--- src/rtl/led_matrix_pkg.sv ---
// Shared constants and types for the 4x4 LED matrix datapath.
// Used by the frame serializer and its slot counter.
package led_matrix_pkg;

    localparam int LED_NUM    = 16;
    localparam int LED_SLOT_W = 5;
    localparam int LED_PERIOD = LED_NUM + 1;

    typedef logic [LED_NUM-1:0] led_frame_t;

endpackage

--- src/rtl/led_slot_counter.sv ---
// Free-running 0..NUM_LEDS scan slot counter with a wrap strobe.
// Also exposes the next slot so callers can register per-slot data.
module led_slot_counter
    import led_matrix_pkg::*;
#(
    parameter int NUM_LEDS = LED_NUM,
    parameter int SLOT_W   = LED_SLOT_W
) (
    input  logic              clk,
    input  logic              rst,
    output logic [SLOT_W-1:0] slot,
    output logic [SLOT_W-1:0] slot_next,
    output logic              wrap
);

    localparam logic [SLOT_W-1:0] LAST = SLOT_W'(NUM_LEDS);

    logic [SLOT_W-1:0] slot_q;
    logic [SLOT_W-1:0] slot_d;

    always_comb begin
        wrap   = (slot_q == LAST);
        slot_d = wrap ? '0 : slot_q + SLOT_W'(1);
    end

    always_ff @(posedge clk or posedge rst) begin
        if (rst) begin
            slot_q <= '0;
        end else begin
            slot_q <= slot_d;
        end
    end

    assign slot      = slot_q;
    assign slot_next = slot_d;

endmodule

--- src/rtl/led_frame_serializer.sv ---
// Double-buffered LED frame serializer feeding the scan driver one bit per slot.
// Define LFS_BLANK_EN to add the `blank` input that forces data_led low.
module led_frame_serializer
    import led_matrix_pkg::*;
#(
    parameter int NUM_LEDS = LED_NUM,
    parameter int SLOT_W   = LED_SLOT_W
) (
    input  logic                clk,
    input  logic                rst,
    input  logic [NUM_LEDS-1:0] frame_data,
    input  logic                frame_valid,
    output logic                frame_ready,
    output logic                data_led,
    output logic [SLOT_W-1:0]   slot,
    output logic                frame_start
`ifdef LFS_BLANK_EN
    ,
    input  logic                blank
`endif
);

    logic [SLOT_W-1:0]   slot_nxt;
    logic                wrap;

    logic [NUM_LEDS-1:0] active_q, active_d;
    logic [NUM_LEDS-1:0] shadow_q, shadow_d;
    logic                shadow_full_q, shadow_full_d;
    logic                swapped_q, swapped_d;
    logic                data_led_q, data_led_d;
    logic                frame_start_q, frame_start_d;

    logic                accept;
    logic                swap;
    logic [NUM_LEDS-1:0] led_shift;
    logic                led_off;

    led_slot_counter #(
        .NUM_LEDS (NUM_LEDS),
        .SLOT_W   (SLOT_W)
    ) u_slot (
        .clk       (clk),
        .rst       (rst),
        .slot      (slot),
        .slot_next (slot_nxt),
        .wrap      (wrap)
    );

`ifdef LFS_BLANK_EN
    assign led_off = blank;
`else
    assign led_off = 1'b0;
`endif

    // Swap needs a full shadow, accept needs an empty one: never both.
    always_comb begin
        accept        = frame_valid & ~shadow_full_q;
        swap          = wrap & shadow_full_q;
        active_d      = swap ? shadow_q : active_q;
        shadow_d      = accept ? frame_data : shadow_q;
        shadow_full_d = shadow_full_q;
        if (swap) begin
            shadow_full_d = 1'b0;
        end else if (accept) begin
            shadow_full_d = 1'b1;
        end
        swapped_d     = swap;
        frame_start_d = swapped_q;
        led_shift     = active_d >> (slot_nxt - SLOT_W'(1));
        data_led_d    = (slot_nxt != '0) & led_shift[0] & ~led_off;
    end

    always_ff @(posedge clk or posedge rst) begin
        if (rst) begin
            active_q      <= '0;
            shadow_q      <= '0;
            shadow_full_q <= 1'b0;
            swapped_q     <= 1'b0;
            data_led_q    <= 1'b0;
            frame_start_q <= 1'b0;
        end else begin
            active_q      <= active_d;
            shadow_q      <= shadow_d;
            shadow_full_q <= shadow_full_d;
            swapped_q     <= swapped_d;
            data_led_q    <= data_led_d;
            frame_start_q <= frame_start_d;
        end
    end

    assign frame_ready = ~shadow_full_q;
    assign data_led    = data_led_q;
    assign frame_start = frame_start_q;

endmodule

--- config.mk ---
export PLATFORM = sky130hd
export DESIGN_NAME = led_frame_serializer
export DESIGN_NICKNAME = d
export VERILOG_FILES = /design/src/rtl/led_matrix_pkg.sv /design/src/rtl/led_slot_counter.sv /design/src/rtl/led_frame_serializer.sv
export SDC_FILE = /design/constraint.sdc
export NUM_CORES = 1
export LEC_CHECK = 0
export CAP_MARGIN = 20
export CELL_PAD_IN_SITES_DETAIL_PLACEMENT = 1
export CELL_PAD_IN_SITES_GLOBAL_PLACEMENT = 1
export CORE_UTILIZATION = 35
export CTS_CLUSTER_DIAMETER = 40
export DETAILED_ROUTE_END_ITERATION = 7
export DONT_BUFFER_PORTS = 1
export PLACE_DENSITY = 0.58
export SYNTH_ARGS = -nofsm -noshare
export SYNTH_HDL_FRONTEND = slang
export SYNTH_SLANG_ARGS = --single-unit
--- constraint.sdc ---
create_clock -name clk -period 4.4 [get_ports clk]
set_input_delay 0.44 -clock clk [delete_from_list [all_inputs] [get_ports clk]]
set_output_delay 0.44 -clock clk [all_outputs]
set_load 0.01 [all_outputs]
[Word-level counts from Yosys, hierarchy flattened]
Cells that the tools add are included.
Operators by class
  reductions and logical operators: 2
  eq/ne operators: 1
  $add $sub $neg: 2
  shift operators: 1
  multiplexer cells: 4
  bitwise operators: 4
Operators with widths (number)
  $mux W16: 1
  $shr A16 B5 Y1: 1
  $add A5 B1 Y5 const B: 1
  $eq A5 B5 Y1 const B: 1
  $mux W5: 1
  $reduce_bool A5 Y1: 1
  $sub A5 B1 Y5 const B: 1
  $and A1 B1 Y1: 3
  $mux W1: 2
  $reduce_bool A2 Y1: 1
  $not A1 Y1: 1
Word-level totals
  output and inout port bits: 8
  register bits after elaboration: 41
  logic and storage cells: 21

[Longest topological paths before layout]
  depth after elaboration: 5
  gate-level depth with buffers: 11
  mapped depth without buffers: 10

[Modules after synthesis]
A second synthesis with hierarchy kept.
Second synthesis, totals
  cell total of the unflattened synthesis: 132
  area total of the unflattened synthesis: 1888.1 µm²
Modules (own cells, without submodules)
  led_frame_serializer: seq. area each 900.9 µm², cells an instance 110, area each 1647.8 µm², instances 1
  led_slot_counter: seq. area each 125.1 µm², cells an instance 22, area each 240.2 µm², instances 1

[Least setup slack after synthesis]
OpenSTA, ideal clock, no wires.
  path type: reg2reg
  start point: register u_slot.slot_q[0] (netlist: u_slot.slot[0])
  end point: register data_led_q (netlist: data_led)
  arrival: 2.377 ns
  setup time: 0.131 ns
  cell stages (with the launch flop): 12
  path slack: 1.892 ns
  clock period less this slack: 2.508 ns
  cell sequence: dfrtp_1 -> inv_1 -> ha_1 -> nand4bb_1 -> nand2_1 -> ha_1 -> buf_1 -> nor3_1 -> a21oi_1 -> o221ai_1 -> a211oi_1 -> nor4_2
On the way
  cells in the longest elaborated chain, start to end: 5
  elaborated cells between the ends (all ways): 9
  classes of those cells: 2 x add/sub; 1 x eq/ne; 1 x shift; 2 x mux; 2 x bitwise; 1 x reduce/logical
Ends and longest elaborated chain
  start, declared: RTL line led_slot_counter.sv:18  | logic [SLOT_W-1:0] slot_q;
  start signal, assigned: RTL line led_slot_counter.sv:30  | slot_q <= slot_d;
  $add A5 B1 Y5 or $eq A5 B5 Y1 (tied branches): RTL line led_slot_counter.sv:23, led_slot_counter.sv:22
  $mux W5 or $and A1 B1 Y1 (tied branches): RTL line led_slot_counter.sv:23, led_frame_serializer.sv:58
  $sub A5 B1 Y5 or $mux W16 (tied branches): RTL line led_frame_serializer.sv:69, led_frame_serializer.sv:59
  $shr A16 B5 Y1: RTL line led_frame_serializer.sv:69  | led_shift = active_d >> (slot_nxt - SLOT_W'(1));
  $and A1 B1 Y1 (*): RTL line led_frame_serializer.sv:70  | data_led_d = (slot_nxt != '0) & led_shift[0] & ~led_off;
  via data_led_d: RTL line led_frame_serializer.sv:30  | logic data_led_q, data_led_d;
  end signal, assigned: RTL line led_frame_serializer.sv:86  | data_led_q <= data_led_d;
  end, declared: RTL line led_frame_serializer.sv:30
Mark *: on every way through the listed nets, which the timed path passes. The rest lies on a longest branch.
A chain may end at the register's enable or synchronous reset.

[Final worst setup path]
Same ends and word-level chain as after synthesis.

==> metrics.txt <==
status=completed; effective utilization at floorplan=36.7%; fillers=581; startpoint class of the critical path=register; fin crit share=63.6%; highest ir drop seen on vdd=0.149 mV; vias per std cell=5.18; GP Congestion=0.820; die footprint=5680 sq um; reg2reg path depth=10; post-CTS sizing=0; Die Wd=75.4 microns; Power Dens Cells=371 nW/um^2; Root Driver=clkbuf_8; Critical Path End=data_led; # IOs=27; P_sw=189 uW; total CTS buffers=5; Hold Crit Class=in -> async; cells after synthesis=159; Post-DP Area=1950 sq um; Chip Height=75.4 microns; Gate power share=8.3%; final core occ=39.6%; WL final=3.98 mm; area growth from synthesis to layout=8.03%; Tot Pwr=756 uW; Multi-input gate area=772 sq um; worst hold slack=0.159 ns; DRT antenna net count=0; clock skew=0.00653 ns; Primary FF master, synth=dfrtp_1; crit path launch=u_slot.slot[0]; Avg Cell Area, Syn=11.9 sq um; Clock Sink Count=41; Tightest Pin Transition=0.513 ns; postcts setup bufs=0; crit end category=register; drt first pass iters=4; DP Wirelength=2.93 mm; Slew Viols, Final=0; count of final hold-check violations=0; YS warnings=0; Antenna diodes=0; library cells used by synthesis=44; Pleak=0.899 nW; maximum clock path buffer count=2; post-synth net total=181; Fmax achieved=357 MHz; Crit Path Class=reg -> reg; CP required=4.57 ns; Critical R2R Capture=data_led; slowest cell delay on critical path=0.57 ns; clock share of power=32.1%; CP max-delay cell=dfrtp_1; layout cells sized above 1=22.2%; TNS Setup=0 ns; DRC violations left=0; sequential cell area=1030 sq um; internal power=567 uW; Slew HR=65.8%; overall global routing resource usage=16.3%; # setup viols final=0; Vias=1201; Routed WL per cell=17.2 microns; Reg clk slew, reported paths=0.08 ns; number of synthesized flops with an enable pin=0; hold buffers post-CTS=0; Initial DRC Count=37; global-route wire length before repair=6.53 mm; worst-path cell chain=inv_1, ha_1, nand4bb_1, nand2_1, ha_1, a21oi_1, a21oi_1, o221ai_1, a211oi_1, nor4_2; Arr. time, crit path=2.97 ns; FFs w/ async S/R, synth=100%; IO Port Bufs=0; R2R setup slack=1.60 ns; antenna violations before repair=0; htree depth=2; RSZ-0062 raised after global routing=no; vias in the first global route=1290; largest net degree at the start of global routing=42; CTS tree=yes; r2r startpoint=u_slot.slot[0]; Synth Cell Area=1880 sq um; design area=2040 sq um; CP Max Fanout=10; Seq/Total Area, Yosys=54.4%; clock insertion delay at the later pin of the skew report=0.29 ns; row count=26; grt total ovfl=0; Core Region=5140 sq um; minimum clock period=2.80 ns; Reg power frac=59.6%; Layout Nets=183; Yosys reg bits=41; # Max-Cap Violations=0; sw frac=25.0%
## flip-flops by register name (all words and copies together), names as in the netlist
| name | cells |
|---|---|
| active_q | 16 |
| shadow_q | 16 |
| u_slot.slot | 5 |
| data_led | 1 |
| frame_start | 1 |
| frame_start_d | 1 |
| shadow_full_q | 1 |
## through the flow
step                      cells  worst slack [ns]
final                       232              1.60
after detailed placement    224              1.62
after floorplan             159              1.89
after global routing        232              1.35
after global placement      224              1.71
after CTS                   232              1.61
## how the worst min path moves through the flow
stage / start / end / slack, ns
after detailed placement: frame_start_d / frame_start / 0.34
final: rst / shadow_q[7] / 0.16
after floorplan: frame_start_d / frame_start / 0.33
after global placement: frame_start_d / frame_start / 0.33
after CTS: rst / shadow_q[0] / 0.18
after global routing: rst / u_slot.slot[2] / 0.21
## layer usage
layer	global-route usage, %	share of wire [%]
met3	4.10	4.4
met5	0	0
met4	6.79	1.6
met2	26.2	48
met1	21.2	46
## layout by cell type, fill, tap and decap left out, types with 2 or more instances in the layout
cell type	synthesis	routed
a21oi_1	4	4
or3_1	2	2
buf_4	0	2
and3_1	2	2
ha_1	3	3
nand3_1	4	4
inv_1	13	13
nor3_1	3	3
mux2_1	2	2
nor2_1	4	4
nand2_1	11	11
xnor2_1	2	2
dfrtp_1	41	41
clkbuf_8	0	5
o22ai_1	2	2
mux2_2	22	22
o21ai_0	7	7
mux2i_1	2	2
clkinv_2	0	2
xor2_1	4	4
nand2b_1	2	2
## power by group through the flow
| stage | combinational, mW | clock (mW) | sequential (mW) |
|---|---|---|---|
| 2_1_floorplan | 0.0524 | 0 | 0.446 |
| 3_3_place_gp | 0.0618 | 0 | 0.457 |
| 3_5_place_dp | 0.0649 | 0 | 0.460 |
| 4_1_cts | 0.0654 | 0.251 | 0.452 |
| 5_1_grt | 0.0732 | 0.264 | 0.458 |
| 6_report | 0.0629 | 0.243 | 0.451 |
## area by class of cell
class / instances / area share (%)
multi-input combinational: 98 / 37.9
clock inverter: 3 / 0.860
inverter: 13 / 2.40
tap: 70 / 4.30
sequential: 41 / 50.4
clock buffer: 5 / 3.38
timing repair buffer: 2 / 0.738
## cell families (layout without fill, tap and decap cells)
logic type	Yosys count	count (layout)	share of synthesized area, %
buffers and inverters	20	23	4.58
adder cells (fa/ha/maj)	3	3	1.99
AO/OA/AOI/OAI	25	25	9.16
XOR/XNOR	6	6	2.79
flip-flops	41	41	54.4
multiplexers	26	26	15.4
AND/OR/NAND/NOR	38	38	11.6
## critical path, delay by kind of cell (launching register included)
kind	cells	cell delay (ns)
AOI/OAI and AO/OA	4	0.74
adders and majority gates	2	0.73
DFF	1	0.57
and+or+nand+nor	3	0.47
buffers and inverters	1	0.18
## cells in the mapped netlist (3+ instances only)
| library cell | n | share of area [%] |
|---|---|---|
| mux2_2 | 22 | 13 |
| nand2_1 | 11 | 2.2 |
| nor3_1 | 3 | 0.80 |
| nor2_1 | 4 | 0.80 |
| nand3_1 | 4 | 1.1 |
| o21ai_0 | 7 | 1.9 |
| dfrtp_1 | 41 | 54 |
| ha_1 | 3 | 2.0 |
| a21oi_1 | 4 | 1.1 |
| xor2_1 | 4 | 1.9 |
| inv_1 | 13 | 2.6 |
| buf_2 | 3 | 0.80 |
(Power assumes the default switching activity.)
